$ cat config.mk
export PLATFORM = sky130hd
export DESIGN_NAME = pipeline_ctrl
export DESIGN_NICKNAME = d
export VERILOG_FILES = /design/src/rtl/pipeline_ctrl.sv
export SDC_FILE = /design/constraint.sdc
export NUM_CORES = 1
export LEC_CHECK = 0
export BUFFER_PORTS_ARGS = -buffer_cell sky130_fd_sc_hd__buf_2
export CORE_UTILIZATION = 50
export DETAILED_ROUTE_END_ITERATION = 8
export PLACE_DENSITY = 0.78
export SYNTH_ARGS = -nofsm -noshare
export SYNTH_HDL_FRONTEND = slang
export SYNTH_SLANG_ARGS = --single-unit
$ cat constraint.sdc
create_clock -name clk -period 2.1 [get_ports clk]
set_clock_uncertainty 0.15 [all_clocks]
set_input_delay 0.105 -clock clk [delete_from_list [all_inputs] [get_ports clk]]
set_output_delay 0.105 -clock clk [all_outputs]
set_load 0.1 [all_outputs]
$ cat src/rtl/pipeline_ctrl.sv
// Pipeline control sequencer: per-register enable/clear, PC write enable, HLT drain
// and saturating stall/flush performance counters for a 4-register CPU pipeline.
module pipeline_ctrl #(
  parameter int CNT_W = 16,
  parameter int DRAIN = 3
) (
  input  logic             clk,
  input  logic             rst,
  input  logic             load_use,
  input  logic             branch_taken,
  input  logic             halt_id,
  input  logic             icache_stall,
  input  logic             dcache_stall,
  output logic             pc_en,
  output logic             ifid_en,
  output logic             idex_en,
  output logic             exmem_en,
  output logic             memwb_en,
  output logic             ifid_clr,
  output logic             idex_clr,
  output logic             exmem_clr,
  output logic             memwb_clr,
  output logic             halted,
  output logic [CNT_W-1:0] stall_cnt,
  output logic [CNT_W-1:0] flush_cnt
);

  typedef enum logic [1:0] {ST_RUN, ST_DRAIN, ST_HALTED} state_t;

  localparam logic [1:0] DRAIN_INIT = 2'(DRAIN - 1);
  localparam logic [CNT_W-1:0] CNT_ONE = {{(CNT_W-1){1'b0}}, 1'b1};

  state_t     state;
  logic [1:0] drain_cnt;
  logic       go_drain;
  logic       squash;

  function automatic logic [CNT_W-1:0] sat_inc(input logic [CNT_W-1:0] v);
    return (&v) ? v : v + CNT_ONE;
  endfunction

  // Control decode: combinational from state and current hazard inputs
  always_comb begin
    pc_en     = 1'b1;
    ifid_en   = 1'b1;
    idex_en   = 1'b1;
    exmem_en  = 1'b1;
    memwb_en  = 1'b1;
    ifid_clr  = 1'b0;
    idex_clr  = 1'b0;
    exmem_clr = 1'b0;
    memwb_clr = 1'b0;
    go_drain  = 1'b0;
    squash    = 1'b0;
    if (rst) begin
      pc_en     = 1'b0;
      ifid_en   = 1'b0;
      idex_en   = 1'b0;
      exmem_en  = 1'b0;
      memwb_en  = 1'b0;
      ifid_clr  = 1'b1;
      idex_clr  = 1'b1;
      exmem_clr = 1'b1;
      memwb_clr = 1'b1;
    end else begin
      case (state)
        ST_RUN: begin
          if (dcache_stall) begin
            pc_en     = 1'b0;
            ifid_en   = 1'b0;
            idex_en   = 1'b0;
            exmem_en  = 1'b0;
            memwb_clr = 1'b1;
          end else if (load_use) begin
            pc_en    = 1'b0;
            ifid_en  = 1'b0;
            idex_clr = 1'b1;
          end else if (halt_id) begin
            pc_en    = 1'b0;
            ifid_clr = 1'b1;
            go_drain = 1'b1;
          end else if (branch_taken) begin
            ifid_clr = 1'b1;
            squash   = 1'b1;
          end else if (icache_stall) begin
            pc_en    = 1'b0;
            ifid_clr = 1'b1;
          end
        end
        ST_DRAIN: begin
          pc_en    = 1'b0;
          ifid_clr = 1'b1;
          if (dcache_stall) begin
            ifid_en   = 1'b0;
            idex_en   = 1'b0;
            exmem_en  = 1'b0;
            memwb_clr = 1'b1;
          end
        end
        default: begin
          pc_en    = 1'b0;
          ifid_en  = 1'b0;
          idex_en  = 1'b0;
          exmem_en = 1'b0;
          memwb_en = 1'b0;
        end
      endcase
    end
  end

  // State, drain countdown, halted flag and performance counters
  always_ff @(posedge clk) begin
    if (rst) begin
      state     <= ST_RUN;
      drain_cnt <= 2'd0;
      halted    <= 1'b0;
      stall_cnt <= '0;
      flush_cnt <= '0;
    end else begin
      if (state == ST_RUN && !pc_en)
        stall_cnt <= sat_inc(stall_cnt);
      if (squash)
        flush_cnt <= sat_inc(flush_cnt);
      case (state)
        ST_RUN: begin
          if (go_drain) begin
            state     <= ST_DRAIN;
            drain_cnt <= DRAIN_INIT;
          end
        end
        ST_DRAIN: begin
          // A D-cache freeze holds the HLT in place, so the countdown waits too
          if (!dcache_stall) begin
            if (drain_cnt == 2'd0) begin
              state  <= ST_HALTED;
              halted <= 1'b1;
            end else begin
              drain_cnt <= drain_cnt - 2'd1;
            end
          end
        end
        ST_HALTED: state <= ST_HALTED;
        default:   state <= ST_RUN;
      endcase
    end
  end

endmodule

Yosys cells after proc, flatten, opt, wreduce, memory -nomap -nowiden
Cells that the tools add are included.
{"block": "classes", "n_reduce_logical": 13, "add_sub_neg": 3, "bitwise": 3, "n_mux": 50, "eq_ne": 6}
{"cell": "1-bit 2-to-1 mux", "n": 40}
{"cell": "16-bit by 1-bit adder with 16-bit output, second input constant", "n": 2}
{"cell": "16-bit AND reduction", "n": 2}
{"cell": "2-bit 2-to-1 mux", "n": 6}
{"cell": "2-bit != test, second input constant", "n": 4}
{"cell": "2-bit case mux with 3 select lines", "n": 1}
{"cell": "3-bit AND reduction", "n": 2}
{"cell": "2-bit logical NOT", "n": 2}
{"cell": "1-bit case mux with 2 select lines", "n": 2}
{"cell": "2-bit case mux with 2 select lines", "n": 1}
{"cell": "2-bit AND reduction", "n": 2}
{"cell": "4-bit AND reduction", "n": 1}
{"cell": "1-bit inverter", "n": 3}
{"cell": "2-bit by 1-bit == test with 1-bit output, second input constant", "n": 1}
{"cell": "2-bit == test, second input constant", "n": 1}
{"cell": "2-bit nonzero test", "n": 1}
{"cell": "2-bit OR reduction", "n": 1}
{"cell": "2-bit by 1-bit subtractor with 2-bit output, second input constant", "n": 1}
{"cell": "1-bit logical AND", "n": 1}
{"cell": "1-bit logical NOT", "n": 1}
{"block": "totals", "register_bits": 37, "in_bits": 7}

Depth between registers and ports, before layout
{"block": "depth", "depth_word": 10, "depth_mapped": 8}

Worst setup path before layout
Ideal clock, no wire load.
{"block": "synth_path", "kind": "reg2out", "from": "register state[1]", "to": "output port idex_en", "setup_slack_ns": -1.651, "arrival_ns": 3.496, "n_path_buf": 2, "t_required_ns": 1.845, "path_stages_with_launch": 7, "cell_sequence": "dfxtp_1 > inv_1 > ha_1 > clkbuf_1 > nor2_1 > nor3_1 > buf_4"}
{"block": "synth_between", "elab_chain_len": 4, "word_cells_on_any_way": 5, "cone_classes": "1 x eq/ne; 2 x mux; 2 x reduce/logical"}
{"element": "from (decl)", "line_no": "33", "rtl": "state_t state;"}
{"element": "from (signal assigned)", "line_no": "114", "rtl": "state <= ST_RUN;"}
{"element": "from (signal assigned)", "line_no": "127", "rtl": "state <= ST_DRAIN;"}
{"element": "from (signal assigned)", "line_no": "135", "rtl": "state <= ST_HALTED;"}
{"element": "2-bit by 1-bit == test with 1-bit output / 2-bit logical NOT (equally long branches)"}
{"element": "2-bit OR reduction (no line) *"}
{"element": "1-bit 2-to-1 mux * (2 in series)"}
{"element": "to (decl)", "line_no": "16", "rtl": "output logic idex_en,"}
Every way passes the cells marked *; elsewhere a longest branch is shown, timed or not.

Worst setup path after layout
{"block": "layout_path", "from": "register state[0]", "to": "output port memwb_clr"}
{"block": "layout_between", "elab_chain_len": 4, "word_cells_on_any_way": 5, "cone_classes": "1 x eq/ne; 2 x mux; 2 x reduce/logical"}
{"element": "2-bit by 1-bit == test with 1-bit output / 2-bit logical NOT (equally long branches)", "line_no": "66", "rtl": "case (state)"}
{"element": "2-bit OR reduction (no line) *"}
{"element": "1-bit 2-to-1 mux *"}
{"element": "1-bit 2-to-1 mux *", "line_no": "55", "rtl": "if (rst) begin"}
{"element": "to (decl)", "line_no": "22", "rtl": "output logic memwb_clr,"}
Marked as above.

==> summary by stage <==
Run status
The run finished with clean final reports.

Worst setup path
STA puts the critical path data arrival time at 1740 ps. The data required time at the worst endpoint is 1850 ps. The endpoint identified for the worst register-to-register timing path is stall_cnt[15]. The startpoint identified for the worst register-to-register timing path is stall_cnt[0]. The startpoint class of the critical path is a register. The critical setup path kind is reg2out. The capturing instance or port of the critical path is memwb_clr.

The maximum cell stage delay along the critical path is 360 ps. The highest fanout seen on the critical path is 8. Among all stages on the critical path, the largest delay is contributed by dfxtp_1. The length in cells of the worst reg-to-reg path is 6. The worst register-to-register path has a setup slack of approximately 140 ps. The worst setup path is captured at a primary output. In this run the worst setup path begins at state[0]. The signal on the critical path passes through inv_1 -> ha_1 -> buf_4 -> nor2_1 -> o21bai_2 -> clkbuf_4.

Floorplan
The starting density of the core is 53.61%. The floorplan step set the die height to ~65 um. The horizontal die dimension is between 60 and 70 um. After floorplanning, the core was sized to cover 3744 um2.

In this run the core area contains 22 standard-cell rows. The number of I/O pins is 49. The floorplan step defined a die boundary enclosing 4271 um2.

Synth
The total standard cell area after synthesis is 2007 um2. In this run, synthesis inferred 0 flip-flops with an integrated enable. Counting distinct cell types in the post-synthesis netlist gives between 40 and 50. dfxtp_1 takes more of the synthesized area than any other cell. The mean cell area of the mapped netlist is 8.432 um2. The portion of synthesized cell area occupied by the leading cell type is 36.91%.

In the post-synthesis netlist, the cell with the most instances is nor2_1. The number of nets in the synthesized netlist is 250. The fraction of synthesis flops using an asynchronous set or reset pin is 0%. In the synthesized netlist, the cells that appear most often are 43 x nor2_1, 37 x dfxtp_1, 23 x xnor2_1, 13 x nand2_1, 12 x nor3_1. In this run, synthesis produced a sequential element count of 37. The most used flip-flop cell after synthesis is dfxtp_1. The total number of yosys warnings is 0. For this run, the register share of the synthesized area comes to between 30% and 40%. By area the synthesized netlist is led by dfxtp_1 37%, xnor2_1 10%, nor2_1 8.0%, ha_1 3.1%, nor3_1 3.0%. The cell count after synthesis came out at 238.

Drt
The post-route DRC violation count is 0. The final layout contains routed wiring with a total length of 4.291 mm. Summing over every cut layer, the via total after detailed routing is 1862. The count of antenna-violating nets left after detailed routing is 0. Dividing the detail-routed via count by the number of cells gives roughly 5.5. The DRC violation total after the first TritonRoute iteration is 40. The post-detailed-route wirelength per cell is 12.58 um. The total iterations of the first detailed-routing run is 4.

Global route
The pin count of the biggest net entering global routing is 33. The global-route wire length before repair is approximately 7.3 mm. The total overflow left after global routing is 0. The initial antenna violation count is 0. The total global routing track utilization is roughly 22%. The number of global-route vias before repair is 1692.

Power
The share of total power consumed by net switching is 46.16%. In this run the static leakage power is roughly 1.0 nW. The post-route total power is about 0.0023 W.

Dividing total power by cell area gives a power density of 904.0 nW/um2. The relative contribution of sequential cells to total power is 34.2%. The worst-case IR drop observed on VDD is 0.0009023 V. Cell internal power was estimated by the tool at 0.001255 W.

The combinational fraction of design power is between 40% and 50%. The clock network fraction of total power is between 20% and 30%. Summed over all nets, the switching power comes to 0.001076 W.

Min path
The type of the worst min-delay path is in2reg.

Layout
The repair_antennas step left the layout with diodes totalling 0. At the end of the flow, the number of nets in the layout was 304. In the final layout, the share of cells above drive strength 1 is just under 40%. The post-synthesis to final-layout area growth is 28.49%. At the end of the flow the core is filled with cells to 68.88%.

Timing
The max-slew violation count was 0. The actual transition at the worst max-transition pin is 550.4 ps. The number of endpoints failing setup at the final stage is 0. The final number of hold-violating endpoints is 0. In the finished design, the share of the clock period the worst path needs comes to a little over nine tenths. The time the worst path needs with I/O delays and setup is 1990 ps. Headroom to the max-slew limit came out at 62.36%. Setup repair after global routing left no endpoint under its margin. Based on the critical path, the design can be clocked at up to 0.5025 GHz.

CTS
In this run, post-CTS repair resized a total of 0 instances. Counting along the longest clock path gives a buffer depth of 2. Clock-pin slew was measured on the worst setup and hold paths at 70 ps. The number of sinks driven by the clock tree is 37. CTS placed an instance of clkbuf_8 at the clock tree root. The maximum level of the CTS H-tree is 2. The later-pin clock latency in the skew report is 290 ps. The number of clock buffers added by TritonCTS is 5. TritonCTS built the clock tree.

The number of buffers inserted for hold repair after clock tree synthesis is 0. After clock tree synthesis, the setup repair step added 0 buffers.

Placed design
The weighted congestion reported at the end of routability-driven placement is 0.8113. The HPWL after detailed placement is about 3.2 mm. Buffers placed on the I/O ports in this run total 48.

Flow run
The reported max-cap violation count is 0.
-- power by group through the flow --
stage / sequential, W / clock [W] / combinational [W]
floorplan: 0.00100 / 0 / 0.000643
global placement: 0.000812 / 0 / 0.00102
detailed placement: 0.000816 / 0 / 0.00103
CTS: 0.000799 / 0.000514 / 0.00104
global route: 0.000808 / 0.000543 / 0.00110
finish: 0.000798 / 0.000495 / 0.00104
-- per-layer routing --
layer,global-route usage [%],share of wire (%),up-vias
li1,-,-,956
met1,26.77,47,872
met2,36.86,48,29
met3,6.424,3.7,5
met4,8.152,1.3,0
met5,0,0,-
-- cells by family (layout without fill, tap and decap cells) --
kind of cell | count (synthesis) | after routing | share of synthesized area, %
buffers and inverters | 19 | 74 | 3.990
xor gates and xnor gates | 24 | 24 | 10.47
DFF | 37 | 37 | 36.91
adders and majority gates | 5 | 5 | 3.117
muxes | 6 | 6 | 3.366
and+or+nand+nor | 115 | 115 | 30.30
AOI/OAI and AO/OA | 32 | 32 | 11.84
-- state kept, by name, summed over array words and instances (netlist names) --
register   cells
flush_cnt     16
stall_cnt     16
drain_cnt      2
state          2
halted         1
-- through the flow --
step	setup WS, ps	hold slack [ps]	cells	setup TNS [ps]	area, um2
final	109.9	110.2	341	0	2579
after global routing	0.9508	131.5	341	0	2579
after CTS	61.56	97.41	341	0	2566
after detailed placement	140.5	305.4	333	0	2480
after global placement	170.3	296.3	333	0	2480
after floorplan	-257.1	169.1	238	-257.1	2128
-- critical path: cells and delay by family, from the launching register on --
| kind | cells | cell delay [ps] |
|---|---|---|
| buf+inv | 3 | 500 |
| fa+ha+maj | 1 | 200 |
| simple gates | 1 | 310 |
| flops | 1 | 360 |
| compound gates | 1 | 80 |
-- how the worst min path moves through the flow --
stage                             from  cells after the start           end  slack [ps]
after floorplan           dcache_stall                      1       ifid_en         170
final                              rst                      4  flush_cnt[2]         110
after CTS                          rst                      4  flush_cnt[2]         100
after global routing               rst                      4  flush_cnt[2]         130
after global placement          halted                      2        halted         300
after detailed placement        halted                      2        halted         310
-- layout make-up --
type / count / area, um2
Multi-Input combinational cell: 182 / 1242
Fill cell: 314 / 1165
Sequential cell: 37 / 808.3
Timing Repair Buffer: 57 / 347.8
Clock buffer: 5 / 68.82
Tap cell: 48 / 60.06
Inverter: 9 / 33.78
Clock inverter: 3 / 17.52
-- layout by cell type (no fill, tap or decap), drive strengths merged, types with 2 or more instances in the layout --
master	Yosys	routed
a2111oi	5	5
a211oi	3	3
a21o	2	2
a21oi	8	8
a311oi	2	2
a31oi	3	3
and3	2	2
and4	5	5
buf	5	53
clkbuf	5	9
clkinv	0	2
dfxtp	37	37
ha	5	5
inv	9	9
mux2	3	3
mux2i	3	3
nand2	13	13
nand2b	3	3
nand3	8	8
nand4	8	8
nor2	43	43
nor2b	5	5
nor3	12	12
nor3b	3	3
nor4	7	7
o21ai	4	4
or3	2	2
xnor2	23	23
Power figures use the tool's default switching activity.
